$ cat config.mk
export PLATFORM = sky130hd
export DESIGN_NAME = axi_arbiter_flat
export DESIGN_NICKNAME = d
export VERILOG_FILES = /design/src/rtl/axi_arbiter_pkg.sv /design/src/rtl/axi_arbiter_if.sv /design/src/rtl/axi_arbiter_rr_arbiter2.sv /design/src/rtl/axi_arbiter.sv /design/src/flat_wrapper.sv
export SDC_FILE = /design/constraint.sdc
export NUM_CORES = 1
export LEC_CHECK = 0
export ABC_AREA = 1
export BUFFER_PORTS_ARGS = -buffer_cell sky130_fd_sc_hd__buf_2
export CAP_MARGIN = 20
export CORE_AREA = 2 2 350 352
export CTS_BUF_LIST = sky130_fd_sc_hd__clkbuf_8
export CTS_CLUSTER_SIZE = 24
export DETAILED_ROUTE_END_ITERATION = 12
export DIE_AREA = 0 0 352 354
export GPL_TIMING_DRIVEN = 1
export PLACE_DENSITY = 0.3
export SLEW_MARGIN = 20
export SYNTH_ARGS = -nofsm -noshare
export SYNTH_HDL_FRONTEND = slang
export SYNTH_SLANG_ARGS = --single-unit
export TNS_END_PERCENT = 100
$ cat constraint.sdc
create_clock -name clock -period 3.75 [get_ports clock]
set_clock_uncertainty 0.15 [all_clocks]
set_input_delay 0.1875 -clock clock [delete_from_list [all_inputs] [get_ports clock]]
set_output_delay 0.1875 -clock clock [all_outputs]
set_load 0.02 [all_outputs]
$ cat src/rtl/axi_arbiter_pkg.sv
// Shared constants for the two-master AXI arbiter: bus widths, FSM encodings,
// master indices and the payload bundles muxed through the arbiter.
package axi_arbiter_pkg;

    localparam int unsigned DATA_W  = 64;
    localparam int unsigned STRB_W  = DATA_W / 8;
    localparam int unsigned LEN_W   = 8;
    localparam int unsigned SIZE_W  = 3;
    localparam int unsigned BURST_W = 2;

    localparam logic [1:0] R_IDLE = 2'd0;
    localparam logic [1:0] R_ADDR = 2'd1;
    localparam logic [1:0] R_DATA = 2'd2;

    localparam logic [1:0] W_IDLE = 2'd0;
    localparam logic [1:0] W_ADDR = 2'd1;
    localparam logic [1:0] W_DATA = 2'd2;
    localparam logic [1:0] W_RESP = 2'd3;

    // m0 = I-cache, m1 = D-cache
    localparam logic M0 = 1'b0;
    localparam logic M1 = 1'b1;

    typedef struct packed {
        logic [LEN_W-1:0]   len;
        logic [SIZE_W-1:0]  size;
        logic [BURST_W-1:0] burst;
    } ax_ctl_t;

    typedef struct packed {
        logic [DATA_W-1:0] data;
        logic [STRB_W-1:0] strb;
        logic              last;
    } w_beat_t;

endpackage

$ cat src/rtl/axi_arbiter_if.sv
// AXI read/write channel bundle used for both the cache-side ports and the
// downstream port; "master" is the side that issues addresses.
interface axi_arbiter_if #(
    parameter int unsigned ADDR_W = 64
);
    import axi_arbiter_pkg::*;

    logic                ar_valid;
    logic [ADDR_W-1:0]   ar_addr;
    logic [LEN_W-1:0]    ar_len;
    logic [SIZE_W-1:0]   ar_size;
    logic [BURST_W-1:0]  ar_burst;
    logic                ar_ready;
    logic                r_valid;
    logic                r_last;
    logic [DATA_W-1:0]   r_rdata;
    logic                r_ready;

    logic                aw_valid;
    logic [ADDR_W-1:0]   aw_addr;
    logic [LEN_W-1:0]    aw_len;
    logic [SIZE_W-1:0]   aw_size;
    logic [BURST_W-1:0]  aw_burst;
    logic                aw_ready;
    logic                w_valid;
    logic [DATA_W-1:0]   w_data;
    logic [STRB_W-1:0]   w_strb;
    logic                w_last;
    logic                w_ready;
    logic                b_valid;
    logic                b_ready;

    modport master (
        output ar_valid, ar_addr, ar_len, ar_size, ar_burst, r_ready,
        output aw_valid, aw_addr, aw_len, aw_size, aw_burst,
        output w_valid, w_data, w_strb, w_last, b_ready,
        input  ar_ready, r_valid, r_last, r_rdata,
        input  aw_ready, w_ready, b_valid
    );

    modport slave (
        input  ar_valid, ar_addr, ar_len, ar_size, ar_burst, r_ready,
        input  aw_valid, aw_addr, aw_len, aw_size, aw_burst,
        input  w_valid, w_data, w_strb, w_last, b_ready,
        output ar_ready, r_valid, r_last, r_rdata,
        output aw_ready, w_ready, b_valid
    );

endinterface

$ cat src/rtl/axi_arbiter_rr_arbiter2.sv
// Two-requester round-robin picker; the registered last-grant pointer doubles
// as the held grant, updated only when the owning FSM leaves IDLE.
module rr_arbiter2
    import axi_arbiter_pkg::*;
(
    input  logic       clock,
    input  logic       reset,
    input  logic [1:0] req,
    input  logic       update,
    output logic       grant
);

    logic pick_c;

    // On a tie, favour the master that did not win last time.
    always_comb begin
        pick_c = M0;
        if (req == 2'b11) begin
            pick_c = ~grant;
        end else if (req[1]) begin
            pick_c = M1;
        end
    end

    always_ff @(posedge clock) begin
        if (reset) begin
            grant <= M0;
        end else if (update) begin
            grant <= pick_c;
        end
    end

endmodule

$ cat src/rtl/axi_arbiter.sv
// Arbitrates I-cache (m0) and D-cache (m1) AXI traffic onto one downstream port,
// with independent read/write FSMs that never overlap a read with a write.
module axi_arbiter
    import axi_arbiter_pkg::*;
#(
    parameter int unsigned ADDR_W = 64
) (
    input  logic          clock,
    input  logic          reset,
    axi_arbiter_if.slave  m0,
    axi_arbiter_if.slave  m1,
    axi_arbiter_if.master s
);

    logic [1:0]        r_state;
    logic [1:0]        r_next;
    logic [1:0]        w_state;
    logic [1:0]        w_next;
    logic              r_grant;
    logic              w_grant;
    logic              r_start_c;
    logic              w_start_c;
    logic              rd_req;
    logic              wr_req;

    logic              ar_sel_valid;
    logic [ADDR_W-1:0] ar_sel_addr;
    ax_ctl_t           ar_sel_ctl;
    logic              r_sel_ready;
    logic              aw_sel_valid;
    logic [ADDR_W-1:0] aw_sel_addr;
    ax_ctl_t           aw_sel_ctl;
    logic              w_sel_valid;
    w_beat_t           w_sel;
    logic              b_sel_ready;

    assign rd_req = m0.ar_valid | m1.ar_valid;
    assign wr_req = m0.aw_valid | m1.aw_valid;

    rr_arbiter2 u_rd_rr (
        .clock  (clock),
        .reset  (reset),
        .req    ({m1.ar_valid, m0.ar_valid}),
        .update (r_start_c),
        .grant  (r_grant)
    );

    rr_arbiter2 u_wr_rr (
        .clock  (clock),
        .reset  (reset),
        .req    ({m1.aw_valid, m0.aw_valid}),
        .update (w_start_c),
        .grant  (w_grant)
    );

    always_ff @(posedge clock) begin
        if (reset) begin
            r_state <= R_IDLE;
            w_state <= W_IDLE;
        end else begin
            r_state <= r_next;
            w_state <= w_next;
        end
    end

    // Granted master's read-side signals.
    always_comb begin
        ar_sel_valid = m0.ar_valid;
        ar_sel_addr  = m0.ar_addr;
        ar_sel_ctl   = {m0.ar_len, m0.ar_size, m0.ar_burst};
        r_sel_ready  = m0.r_ready;
        if (r_grant == M1) begin
            ar_sel_valid = m1.ar_valid;
            ar_sel_addr  = m1.ar_addr;
            ar_sel_ctl   = {m1.ar_len, m1.ar_size, m1.ar_burst};
            r_sel_ready  = m1.r_ready;
        end
    end

    // Granted master's write-side signals.
    always_comb begin
        aw_sel_valid = m0.aw_valid;
        aw_sel_addr  = m0.aw_addr;
        aw_sel_ctl   = {m0.aw_len, m0.aw_size, m0.aw_burst};
        w_sel_valid  = m0.w_valid;
        w_sel        = {m0.w_data, m0.w_strb, m0.w_last};
        b_sel_ready  = m0.b_ready;
        if (w_grant == M1) begin
            aw_sel_valid = m1.aw_valid;
            aw_sel_addr  = m1.aw_addr;
            aw_sel_ctl   = {m1.aw_len, m1.aw_size, m1.aw_burst};
            w_sel_valid  = m1.w_valid;
            w_sel        = {m1.w_data, m1.w_strb, m1.w_last};
            b_sel_ready  = m1.b_ready;
        end
    end

    // Read FSM; a pending write start takes precedence when both are idle.
    always_comb begin
        r_next    = r_state;
        r_start_c = 1'b0;
        case (r_state)
            R_IDLE: begin
                if (rd_req && (w_state == W_IDLE) && !wr_req) begin
                    r_next    = R_ADDR;
                    r_start_c = 1'b1;
                end
            end
            R_ADDR: begin
                if (ar_sel_valid && s.ar_ready) begin
                    r_next = R_DATA;
                end
            end
            R_DATA: begin
                if (s.r_valid && r_sel_ready && s.r_last) begin
                    r_next = R_IDLE;
                end
            end
            default: r_next = R_IDLE;
        endcase
    end

    // Write FSM; holds the grant from AW through the B response.
    always_comb begin
        w_next    = w_state;
        w_start_c = 1'b0;
        case (w_state)
            W_IDLE: begin
                if (wr_req && (r_state == R_IDLE)) begin
                    w_next    = W_ADDR;
                    w_start_c = 1'b1;
                end
            end
            W_ADDR: begin
                if (aw_sel_valid && s.aw_ready) begin
                    w_next = W_DATA;
                end
            end
            W_DATA: begin
                if (w_sel_valid && s.w_ready && w_sel.last) begin
                    w_next = W_RESP;
                end
            end
            W_RESP: begin
                if (s.b_valid && b_sel_ready) begin
                    w_next = W_IDLE;
                end
            end
            default: w_next = W_IDLE;
        endcase
    end

    // Read routing: handshakes only pass in the matching state, payloads always.
    always_comb begin
        s.ar_valid  = 1'b0;
        s.ar_addr   = ar_sel_addr;
        s.ar_len    = ar_sel_ctl.len;
        s.ar_size   = ar_sel_ctl.size;
        s.ar_burst  = ar_sel_ctl.burst;
        s.r_ready   = 1'b0;
        m0.ar_ready = 1'b0;
        m1.ar_ready = 1'b0;
        m0.r_valid  = 1'b0;
        m1.r_valid  = 1'b0;
        m0.r_last   = s.r_last;
        m1.r_last   = s.r_last;
        m0.r_rdata  = s.r_rdata;
        m1.r_rdata  = s.r_rdata;
        if (r_state == R_ADDR) begin
            s.ar_valid = ar_sel_valid;
            if (r_grant == M1) m1.ar_ready = s.ar_ready;
            else               m0.ar_ready = s.ar_ready;
        end
        if (r_state == R_DATA) begin
            s.r_ready = r_sel_ready;
            if (r_grant == M1) m1.r_valid = s.r_valid;
            else               m0.r_valid = s.r_valid;
        end
    end

    // Write routing, same scheme as reads.
    always_comb begin
        s.aw_valid  = 1'b0;
        s.aw_addr   = aw_sel_addr;
        s.aw_len    = aw_sel_ctl.len;
        s.aw_size   = aw_sel_ctl.size;
        s.aw_burst  = aw_sel_ctl.burst;
        s.w_valid   = 1'b0;
        s.w_data    = w_sel.data;
        s.w_strb    = w_sel.strb;
        s.w_last    = w_sel.last;
        s.b_ready   = 1'b0;
        m0.aw_ready = 1'b0;
        m1.aw_ready = 1'b0;
        m0.w_ready  = 1'b0;
        m1.w_ready  = 1'b0;
        m0.b_valid  = 1'b0;
        m1.b_valid  = 1'b0;
        if (w_state == W_ADDR) begin
            s.aw_valid = aw_sel_valid;
            if (w_grant == M1) m1.aw_ready = s.aw_ready;
            else               m0.aw_ready = s.aw_ready;
        end
        if (w_state == W_DATA) begin
            s.w_valid = w_sel_valid;
            if (w_grant == M1) m1.w_ready = s.w_ready;
            else               m0.w_ready = s.w_ready;
        end
        if (w_state == W_RESP) begin
            s.b_ready = b_sel_ready;
            if (w_grant == M1) m1.b_valid = s.b_valid;
            else               m0.b_valid = s.b_valid;
        end
    end

endmodule

$ cat src/flat_wrapper.sv
// flat-port wrapper written by rule: the top's interface ports become plain ports
module axi_arbiter_flat import axi_arbiter_pkg::*;
#(
    parameter int unsigned ADDR_W = 64
)
  (clock, reset, m0_ar_valid, m0_ar_addr, m0_ar_len, m0_ar_size, m0_ar_burst, m0_r_ready, m0_aw_valid, m0_aw_addr, m0_aw_len, m0_aw_size, m0_aw_burst, m0_w_valid, m0_w_data, m0_w_strb, m0_w_last, m0_b_ready, m0_ar_ready, m0_r_valid, m0_r_last, m0_r_rdata, m0_aw_ready, m0_w_ready, m0_b_valid, m1_ar_valid, m1_ar_addr, m1_ar_len, m1_ar_size, m1_ar_burst, m1_r_ready, m1_aw_valid, m1_aw_addr, m1_aw_len, m1_aw_size, m1_aw_burst, m1_w_valid, m1_w_data, m1_w_strb, m1_w_last, m1_b_ready, m1_ar_ready, m1_r_valid, m1_r_last, m1_r_rdata, m1_aw_ready, m1_w_ready, m1_b_valid, s_ar_valid, s_ar_addr, s_ar_len, s_ar_size, s_ar_burst, s_r_ready, s_aw_valid, s_aw_addr, s_aw_len, s_aw_size, s_aw_burst, s_w_valid, s_w_data, s_w_strb, s_w_last, s_b_ready, s_ar_ready, s_r_valid, s_r_last, s_r_rdata, s_aw_ready, s_w_ready, s_b_valid);
  axi_arbiter_if #(.ADDR_W(ADDR_W)) m0_i ();
  axi_arbiter_if #(.ADDR_W(ADDR_W)) m1_i ();
  axi_arbiter_if #(.ADDR_W(ADDR_W)) s_i ();
  input  logic clock;
  input  logic reset;
  input wire logic [$bits(m0_i.ar_valid)-1:0] m0_ar_valid;
  input wire logic [$bits(m0_i.ar_addr)-1:0] m0_ar_addr;
  input wire logic [$bits(m0_i.ar_len)-1:0] m0_ar_len;
  input wire logic [$bits(m0_i.ar_size)-1:0] m0_ar_size;
  input wire logic [$bits(m0_i.ar_burst)-1:0] m0_ar_burst;
  input wire logic [$bits(m0_i.r_ready)-1:0] m0_r_ready;
  input wire logic [$bits(m0_i.aw_valid)-1:0] m0_aw_valid;
  input wire logic [$bits(m0_i.aw_addr)-1:0] m0_aw_addr;
  input wire logic [$bits(m0_i.aw_len)-1:0] m0_aw_len;
  input wire logic [$bits(m0_i.aw_size)-1:0] m0_aw_size;
  input wire logic [$bits(m0_i.aw_burst)-1:0] m0_aw_burst;
  input wire logic [$bits(m0_i.w_valid)-1:0] m0_w_valid;
  input wire logic [$bits(m0_i.w_data)-1:0] m0_w_data;
  input wire logic [$bits(m0_i.w_strb)-1:0] m0_w_strb;
  input wire logic [$bits(m0_i.w_last)-1:0] m0_w_last;
  input wire logic [$bits(m0_i.b_ready)-1:0] m0_b_ready;
  output wire logic [$bits(m0_i.ar_ready)-1:0] m0_ar_ready;
  output wire logic [$bits(m0_i.r_valid)-1:0] m0_r_valid;
  output wire logic [$bits(m0_i.r_last)-1:0] m0_r_last;
  output wire logic [$bits(m0_i.r_rdata)-1:0] m0_r_rdata;
  output wire logic [$bits(m0_i.aw_ready)-1:0] m0_aw_ready;
  output wire logic [$bits(m0_i.w_ready)-1:0] m0_w_ready;
  output wire logic [$bits(m0_i.b_valid)-1:0] m0_b_valid;
  input wire logic [$bits(m1_i.ar_valid)-1:0] m1_ar_valid;
  input wire logic [$bits(m1_i.ar_addr)-1:0] m1_ar_addr;
  input wire logic [$bits(m1_i.ar_len)-1:0] m1_ar_len;
  input wire logic [$bits(m1_i.ar_size)-1:0] m1_ar_size;
  input wire logic [$bits(m1_i.ar_burst)-1:0] m1_ar_burst;
  input wire logic [$bits(m1_i.r_ready)-1:0] m1_r_ready;
  input wire logic [$bits(m1_i.aw_valid)-1:0] m1_aw_valid;
  input wire logic [$bits(m1_i.aw_addr)-1:0] m1_aw_addr;
  input wire logic [$bits(m1_i.aw_len)-1:0] m1_aw_len;
  input wire logic [$bits(m1_i.aw_size)-1:0] m1_aw_size;
  input wire logic [$bits(m1_i.aw_burst)-1:0] m1_aw_burst;
  input wire logic [$bits(m1_i.w_valid)-1:0] m1_w_valid;
  input wire logic [$bits(m1_i.w_data)-1:0] m1_w_data;
  input wire logic [$bits(m1_i.w_strb)-1:0] m1_w_strb;
  input wire logic [$bits(m1_i.w_last)-1:0] m1_w_last;
  input wire logic [$bits(m1_i.b_ready)-1:0] m1_b_ready;
  output wire logic [$bits(m1_i.ar_ready)-1:0] m1_ar_ready;
  output wire logic [$bits(m1_i.r_valid)-1:0] m1_r_valid;
  output wire logic [$bits(m1_i.r_last)-1:0] m1_r_last;
  output wire logic [$bits(m1_i.r_rdata)-1:0] m1_r_rdata;
  output wire logic [$bits(m1_i.aw_ready)-1:0] m1_aw_ready;
  output wire logic [$bits(m1_i.w_ready)-1:0] m1_w_ready;
  output wire logic [$bits(m1_i.b_valid)-1:0] m1_b_valid;
  output wire logic [$bits(s_i.ar_valid)-1:0] s_ar_valid;
  output wire logic [$bits(s_i.ar_addr)-1:0] s_ar_addr;
  output wire logic [$bits(s_i.ar_len)-1:0] s_ar_len;
  output wire logic [$bits(s_i.ar_size)-1:0] s_ar_size;
  output wire logic [$bits(s_i.ar_burst)-1:0] s_ar_burst;
  output wire logic [$bits(s_i.r_ready)-1:0] s_r_ready;
  output wire logic [$bits(s_i.aw_valid)-1:0] s_aw_valid;
  output wire logic [$bits(s_i.aw_addr)-1:0] s_aw_addr;
  output wire logic [$bits(s_i.aw_len)-1:0] s_aw_len;
  output wire logic [$bits(s_i.aw_size)-1:0] s_aw_size;
  output wire logic [$bits(s_i.aw_burst)-1:0] s_aw_burst;
  output wire logic [$bits(s_i.w_valid)-1:0] s_w_valid;
  output wire logic [$bits(s_i.w_data)-1:0] s_w_data;
  output wire logic [$bits(s_i.w_strb)-1:0] s_w_strb;
  output wire logic [$bits(s_i.w_last)-1:0] s_w_last;
  output wire logic [$bits(s_i.b_ready)-1:0] s_b_ready;
  input wire logic [$bits(s_i.ar_ready)-1:0] s_ar_ready;
  input wire logic [$bits(s_i.r_valid)-1:0] s_r_valid;
  input wire logic [$bits(s_i.r_last)-1:0] s_r_last;
  input wire logic [$bits(s_i.r_rdata)-1:0] s_r_rdata;
  input wire logic [$bits(s_i.aw_ready)-1:0] s_aw_ready;
  input wire logic [$bits(s_i.w_ready)-1:0] s_w_ready;
  input wire logic [$bits(s_i.b_valid)-1:0] s_b_valid;
  assign m0_i.ar_valid = m0_ar_valid;
  assign m0_i.ar_addr = m0_ar_addr;
  assign m0_i.ar_len = m0_ar_len;
  assign m0_i.ar_size = m0_ar_size;
  assign m0_i.ar_burst = m0_ar_burst;
  assign m0_i.r_ready = m0_r_ready;
  assign m0_i.aw_valid = m0_aw_valid;
  assign m0_i.aw_addr = m0_aw_addr;
  assign m0_i.aw_len = m0_aw_len;
  assign m0_i.aw_size = m0_aw_size;
  assign m0_i.aw_burst = m0_aw_burst;
  assign m0_i.w_valid = m0_w_valid;
  assign m0_i.w_data = m0_w_data;
  assign m0_i.w_strb = m0_w_strb;
  assign m0_i.w_last = m0_w_last;
  assign m0_i.b_ready = m0_b_ready;
  assign m0_ar_ready = m0_i.ar_ready;
  assign m0_r_valid = m0_i.r_valid;
  assign m0_r_last = m0_i.r_last;
  assign m0_r_rdata = m0_i.r_rdata;
  assign m0_aw_ready = m0_i.aw_ready;
  assign m0_w_ready = m0_i.w_ready;
  assign m0_b_valid = m0_i.b_valid;
  assign m1_i.ar_valid = m1_ar_valid;
  assign m1_i.ar_addr = m1_ar_addr;
  assign m1_i.ar_len = m1_ar_len;
  assign m1_i.ar_size = m1_ar_size;
  assign m1_i.ar_burst = m1_ar_burst;
  assign m1_i.r_ready = m1_r_ready;
  assign m1_i.aw_valid = m1_aw_valid;
  assign m1_i.aw_addr = m1_aw_addr;
  assign m1_i.aw_len = m1_aw_len;
  assign m1_i.aw_size = m1_aw_size;
  assign m1_i.aw_burst = m1_aw_burst;
  assign m1_i.w_valid = m1_w_valid;
  assign m1_i.w_data = m1_w_data;
  assign m1_i.w_strb = m1_w_strb;
  assign m1_i.w_last = m1_w_last;
  assign m1_i.b_ready = m1_b_ready;
  assign m1_ar_ready = m1_i.ar_ready;
  assign m1_r_valid = m1_i.r_valid;
  assign m1_r_last = m1_i.r_last;
  assign m1_r_rdata = m1_i.r_rdata;
  assign m1_aw_ready = m1_i.aw_ready;
  assign m1_w_ready = m1_i.w_ready;
  assign m1_b_valid = m1_i.b_valid;
  assign s_ar_valid = s_i.ar_valid;
  assign s_ar_addr = s_i.ar_addr;
  assign s_ar_len = s_i.ar_len;
  assign s_ar_size = s_i.ar_size;
  assign s_ar_burst = s_i.ar_burst;
  assign s_r_ready = s_i.r_ready;
  assign s_aw_valid = s_i.aw_valid;
  assign s_aw_addr = s_i.aw_addr;
  assign s_aw_len = s_i.aw_len;
  assign s_aw_size = s_i.aw_size;
  assign s_aw_burst = s_i.aw_burst;
  assign s_w_valid = s_i.w_valid;
  assign s_w_data = s_i.w_data;
  assign s_w_strb = s_i.w_strb;
  assign s_w_last = s_i.w_last;
  assign s_b_ready = s_i.b_ready;
  assign s_i.ar_ready = s_ar_ready;
  assign s_i.r_valid = s_r_valid;
  assign s_i.r_last = s_r_last;
  assign s_i.r_rdata = s_r_rdata;
  assign s_i.aw_ready = s_aw_ready;
  assign s_i.w_ready = s_w_ready;
  assign s_i.b_valid = s_b_valid;
  axi_arbiter #(.ADDR_W(ADDR_W)) u_core (.clock(clock), .reset(reset), .m0(m0_i), .m1(m1_i), .s(s_i));
endmodule
==> flow_summary_export.csv, run 1 <==
group,metric,value,unit
setup_path,crit_chain,"clkinv_2 -> buf_4 -> nand2_1 -> nand2_1 -> buf_2",
routing,via_count,8380,
logic_synthesis,syn_avg_cell_area,4.49,sq um
setup_path,cp_slowest_cell,"clkinv_2",
global_routing,grt_pass1_wl,101000,um
power_and_ir_drop,power_density,459,nW/um^2
routing,wire_per_inst,26.4,um
power_and_ir_drop,vdd_drop_max,134,uV
clock_network,cts.hold.buffers_added,0,
sta,period_needed,2.61,ns
setup_path,critPathMostFrequentCell,"nand2_1",
global_routing,grt_pass1_vias,8383,
setup_path,max_stage_delay,0.64,ns
sta,finalHoldWorstSlack,0.102,ns
cells_and_area,multiInputGateArea,2940,sq um
floorplanning,initial_core_util,3.60,%
power_and_ir_drop,p_comb_share,93.8,%
sta,grt_setup_unrepaired,"false",
routing,wirelength,83400,um
sta,max_slew_margin,48.7,%
setup_path,crit_path_end_kind,"primary output",
cells_and_area,final_common_cell,"buf_2",
floorplanning,die_h,354,um
clock_network,cts_tree,"yes",
power_and_ir_drop,p_sw,0.00300,W
setup_path,worstPathArrival,2.27,ns
logic_synthesis,ys.warnings.count,0,
power_and_ir_drop,leakage,5.22,nW
power_and_ir_drop,p_int,0.00110,W
global_routing,met2_usage,20.7,%
power_and_ir_drop,pwr-share-seq,3.3,%
sta,hold_viol,0,
sta,tns,0,ns
setup_path,required,3.41,ns
routing,drt_iter0_drc,613,
logic_synthesis,yosysSeqAreaShare,2.76,%
clock_network,htreeDepth,1,
floorplanning,core_area,121000,sq um
clock_network,post_cts_buffers,0,
logic_synthesis,synth_nets,1511,
routing,drtPass1Iterations,5,
setup_path,crit_fanout,52,
sta,worstMarginPinSlew,0.769,ns
cells_and_area,n_fill_cell,14700,
setup_path,critPathKind,"register to primary output",
sta,fin_crit_sh,69.6,%
cells_and_area,final_nets,2062,
global_routing,gr-max-usage-layer,"met2",
cells_and_area,seqCellArea,128,sq um
logic_synthesis,yosys.cell_types.count,19,
hold_path,hold_path.class,"input pin to register",
placed_design,dpl.hpwl,78300,um
logic_synthesis,synth.cell_area,4350,sq um
clock_network,cts.clk_slew.worst_paths,0.05,ns
placed_design,numPortBuffers,715,
clock_network,root_buffer,"clkbuf_8",
global_routing,use_met3,7.31,%
global_routing,grt_antenna_before_repair,56,
floorplanning,dieArea,125000,sq um
global_routing,grt_max_degree,69,
floorplanning,fp.dieW,352,um
clock_network,cts_made_buffers,3,
clock_network,cts.sinks,6,
global_routing,grt.total_usage,12.7,%
placed_design,postPlaceCellArea,8880,sq um
cells_and_area,syn2layout_area_growth,106,%
logic_synthesis,ys_seq_elements,6,
logic_synthesis,synthCells,970,
power_and_ir_drop,clkPwrFrac,2.9,%
cells_and_area,finalInstanceArea,8950,sq um
run,drv_cap,0,
routing,final_antenna_net_count,0,
routing,viasPerCell,2.66,
floorplanning,io-pin-count,908,
clock_network,clock_latency,0.25,ns
sta,fmax,383,MHz
routing,drc,0,
global_routing,grt_overflow_total,0,
global_routing,grt_use_met1,14.9,%
status,status,"finished clean",
placed_design,gp_congestion,0.832,
power_and_ir_drop,p_sw_share,73.2,%
clock_network,cts_resized,0,
sta,setup_violations,0,
cells_and_area,drive_above_1_share,48.4,%
setup_path,cp-start-kind,"register",
clock_network,clockBufferDepth,2,
cells_and_area,final_cell_mix,"715 x buf_2, 703 x nand2_1, 23 x inv_1, 18 x nor2_1, 11 x buf_4",
floorplanning,rows,128,
sta,slew_violations,0,
==> synth_stat cells, drive strengths merged <==
master / count / share of area, %
o21ai: 4 / 0.46
ha: 5 / 1.4
inv: 25 / 2.2
clkbuf: 25 / 2.2
nand3: 7 / 0.80
a21oi: 5 / 0.57
a211oi: 2 / 0.34
buf: 156 / 25
nand2: 703 / 61
nor3: 10 / 1.2
and2: 1 / 0.14
a31oi: 2 / 0.29
nor2: 19 / 1.7
dfxtp: 6 / 2.8
==> per-stage QoR <==
| stage | total power, W | setup slack (ns) | utilization [%] | std cells |
|---|---|---|---|---|
| 2_1_floorplan | 0.00213 | 2.14 | - | 970 |
| 3_3_place_gp | 0.00419 | 1.30 | 7.34 | 3141 |
| 3_5_place_dp | 0.00415 | 1.27 | 7.34 | 3141 |
| 4_1_cts | 0.00429 | 0.987 | 7.38 | 3144 |
| 5_1_grt | 0.00443 | 0.934 | 7.38 | 3145 |
| 6_report | 0.00411 | 1.14 | 7.40 | 3155 |
==> registers in the layout (all words and copies together) (netlist names) <==
name / flops
u_core.r_state: 2
u_core.w_state: 2
u_core.u_rd_rr.grant: 1
u_core.u_wr_rr.grant: 1
==> path summary, 6_finish.rpt <==
kind              slack (ns)                               from  cells after the start                           endpoint
setup / recovery        1.14  u_core.u_rd_rr.grant$_SDFFE_PP0P_                      5                        s_ar_len[3]
hold / removal          0.10                              reset                      2  u_core.u_wr_rr.grant$_SDFFE_PP0P_
setup reg to reg        1.53  u_core.u_rd_rr.grant$_SDFFE_PP0P_                      6     u_core.r_state[1]$_SDFFE_PP0P_
hold reg to reg         0.38     u_core.w_state[1]$_SDFFE_PP0P_                      2     u_core.w_state[1]$_SDFFE_PP0P_
==> power groups by stage <==
stage | combinational, W | clock, W | sequential (W)
4_1_cts | 0.00402 | 0.000125 | 0.000140
5_1_grt | 0.00416 | 0.000131 | 0.000143
2_1_floorplan | 0.00204 | 0 | 0.0000940
3_3_place_gp | 0.00405 | 0 | 0.000140
3_5_place_dp | 0.00401 | 0 | 0.000141
6_report | 0.00385 | 0.000119 | 0.000136
==> cell type report <==
class,instances,share of cell area (%)
antenna,11,0.308
clock buffer,3,0.461
inverter,25,1.12
multi-input combinational,758,32.8
sequential,6,1.43
tap,1625,22.7
timing repair buffer,727,41.1
==> critical path: cells and delay by family (launching register included) <==
| kind | cells | cell delay, ns |
|---|---|---|
| buffers and inverters | 3 | 1.33 |
| flip-flops | 1 | 0.50 |
| AND/OR/NAND/NOR | 2 | 0.19 |
==> cell families (layout without fill, tap and decap cells) <==
kind of cell | Yosys count | count (layout) | synth area share [%]
other cells | 0 | 11 | 0
fa+ha+maj | 5 | 5 | 1.44
buf+inv | 206 | 755 | 29.7
simple gates | 740 | 740 | 64.4
compound gates | 13 | 13 | 1.67
flops | 6 | 6 | 2.76
==> per-layer routing <==
metal  vias up  part of all wire [%]
met5         -                  0.36
met4        46                   1.5
met3       105                    13
met2       660                    45
met1      3711                    40
li1       3858                     -
(Power assumes the default switching activity.)
==> run 2, diff against run 1 <==
- CORE_AREA: 2 2 350 352 -> 2 2 353 355
- DIE_AREA: 0 0 352 354 -> 0 0 355 357
- clock period: 3.75 -> 2.4 ns (I/O delays scaled with it)
==> flow_summary_export.csv, run 2 (synthesis gave the netlist of run 1 again) <==
group,metric,value,unit
global_routing,grt.total_usage,12.0,%
setup_path,crit_path_end_kind,"primary output",
cells_and_area,final_cell_mix,"703 x nand2_1, 699 x buf_2, 23 x inv_1, 23 x buf_12, 18 x nor2_1",
clock_network,post_cts_buffers,0,
clock_network,cts_tree,"yes",
setup_path,max_stage_delay,0.50,ns
run,drv_cap,0,
power_and_ir_drop,leakage,5.38,nW
floorplanning,fp.dieW,355,um
setup_path,cp_slowest_cell,"dfxtp_4",
clock_network,root_buffer,"clkbuf_8",
status,status,"finished clean",
floorplanning,rows,129,
cells_and_area,n_fill_cell,14900,
sta,setup_violations,0,
setup_path,worstPathArrival,1.88,ns
setup_path,r2r_start,"u_core.u_wr_rr.grant$_SDFFE_PP0P_",
setup_path,cp-start-kind,"register",
global_routing,grt_antenna_before_repair,54,
hold_path,hold_path.class,"input pin to register",
cells_and_area,multiInputGateArea,2940,sq um
routing,drc,0,
routing,viasPerCell,2.63,
sta,fin_crit_sh,89.5,%
sta,max_slew_margin,73.1,%
cells_and_area,syn2layout_area_growth,115,%
routing,via_count,8338,
global_routing,grt_pass1_vias,8291,
setup_path,critPathLaunch,"u_core.u_wr_rr.grant$_SDFFE_PP0P_",
clock_network,htreeDepth,1,
global_routing,grt_pass1_wl,96700,um
sta,tns,0,ns
sta,grt_setup_unrepaired,"false",
setup_path,critPathBufInv,3,
sta,fmax,465,MHz
routing,wirelength,80500,um
power_and_ir_drop,power_density,734,nW/um^2
hold_path,hp-start,"reset",
clock_network,cts_made_buffers,3,
setup_path,critPathKind,"register to primary output",
floorplanning,io-pin-count,908,
placed_design,gp_congestion,0.883,
floorplanning,die_h,357,um
floorplanning,core_area,123000,sq um
setup_path,crit_chain,"buf_12 -> buf_12 -> nand2_1 -> nand2_1 -> buf_2",
global_routing,grt_overflow_total,0,
floorplanning,dieArea,127000,sq um
clock_network,clockBufferDepth,2,
setup_path,required,2.13,ns
placed_design,dpl.hpwl,76100,um
routing,final_antenna_net_count,0,
clock_network,cts.clk_slew.worst_paths,0.06,ns
setup_path,crit_fanout,60,
clock_network,cts_resized,1,
cells_and_area,final_nets,2071,
sta,finalHoldWorstSlack,0.0512,ns
power_and_ir_drop,vdd_drop_max,243,uV
clock_network,cts.sinks,6,
sta,slew_violations,0,
routing,wire_per_inst,25.4,um
routing,drtPass1Iterations,5,
routing,drt_iter0_drc,499,
sta,worstMarginPinSlew,0.404,ns
floorplanning,initial_core_util,3.54,%
sta,period_needed,2.15,ns
clock_network,cts.hold.buffers_added,0,
cells_and_area,top_regs,"u_core.r_state x2, u_core.w_state x2",
cells_and_area,final_common_cell,"nand2_1",
clock_network,clock_latency,0.26,ns
setup_path,cp_top_family,"buffers and inverters",
sta,hold_viol,0,
placed_design,numPortBuffers,715,
global_routing,grt_max_degree,74,
cells_and_area,seqCellArea,128,sq um
cells_and_area,drive_above_1_share,48.8,%
==> run 2: final timing paths <==
path	to	slack, ns	cells past startpoint
setup / recovery	s_aw_addr[11]	0.25	5
hold / removal	u_core.r_state[1]$_SDFFE_PP0P_	0.05	2
setup reg to reg	u_core.w_state[1]$_SDFFE_PP0P_	0.45	10
hold reg to reg	u_core.w_state[1]$_SDFFE_PP0P_	0.41	2
==> run 2: worst register-to-register path, cell delays in order (launching register included) <==
cell and delay, ns:
dfxtp_4 0.50, buf_12 0.37, buf_12 0.26, nand2_1 0.09, nand3_1 0.09, nand2_1 0.07, nand2_1 0.06, nor2_1 0.05
nand3_1 0.08, nand2_1 0.08, nor2_1 0.09
==> run 2: per-layer routing <==
metal / track usage, % / wire (um) / vias to the layer above
li1: - / - / 3874
met1: 13.8 / 30800 / 3568
met2: 20.5 / 37800 / 699
met3: 6.17 / 10000 / 145
met4: 1.22 / 1270 / 52
met5: 0 / 630 / -
==> run 2: through the flow <==
step / power (W) / cells / worst slack, ns / instance area, sq um / util (%)
after global routing: 0.00740 / 3167 / 0.128 / 9330 / 7.59
after floorplan: 0.00333 / 970 / 0.859 / 4350 / -
after detailed placement: 0.00690 / 3162 / 0.204 / 9280 / 7.54
final: 0.00686 / 3172 / 0.251 / 9340 / 7.60
after global placement: 0.00696 / 3162 / 0.176 / 9280 / 7.54
after CTS: 0.00716 / 3165 / 0.143 / 9330 / 7.58
==> run 2: report_power, final <==
part           switching (W)  internal (W)  leakage, nW
sequential         0.0000772      0.000129       0.0507
clock              0.0000943      0.000112       0.0216
combinational        0.00462       0.00183         5.31
==> run 2: cell type report <==
| type | instances | area share, % |
|---|---|---|
| tap | 1637 | 21.9 |
| clock buffer | 3 | 0.442 |
| sequential | 6 | 1.37 |
| timing repair buffer | 736 | 43.5 |
| antenna | 7 | 0.187 |
| inverter | 25 | 1.07 |
| multi-input combinational | 758 | 31.5 |
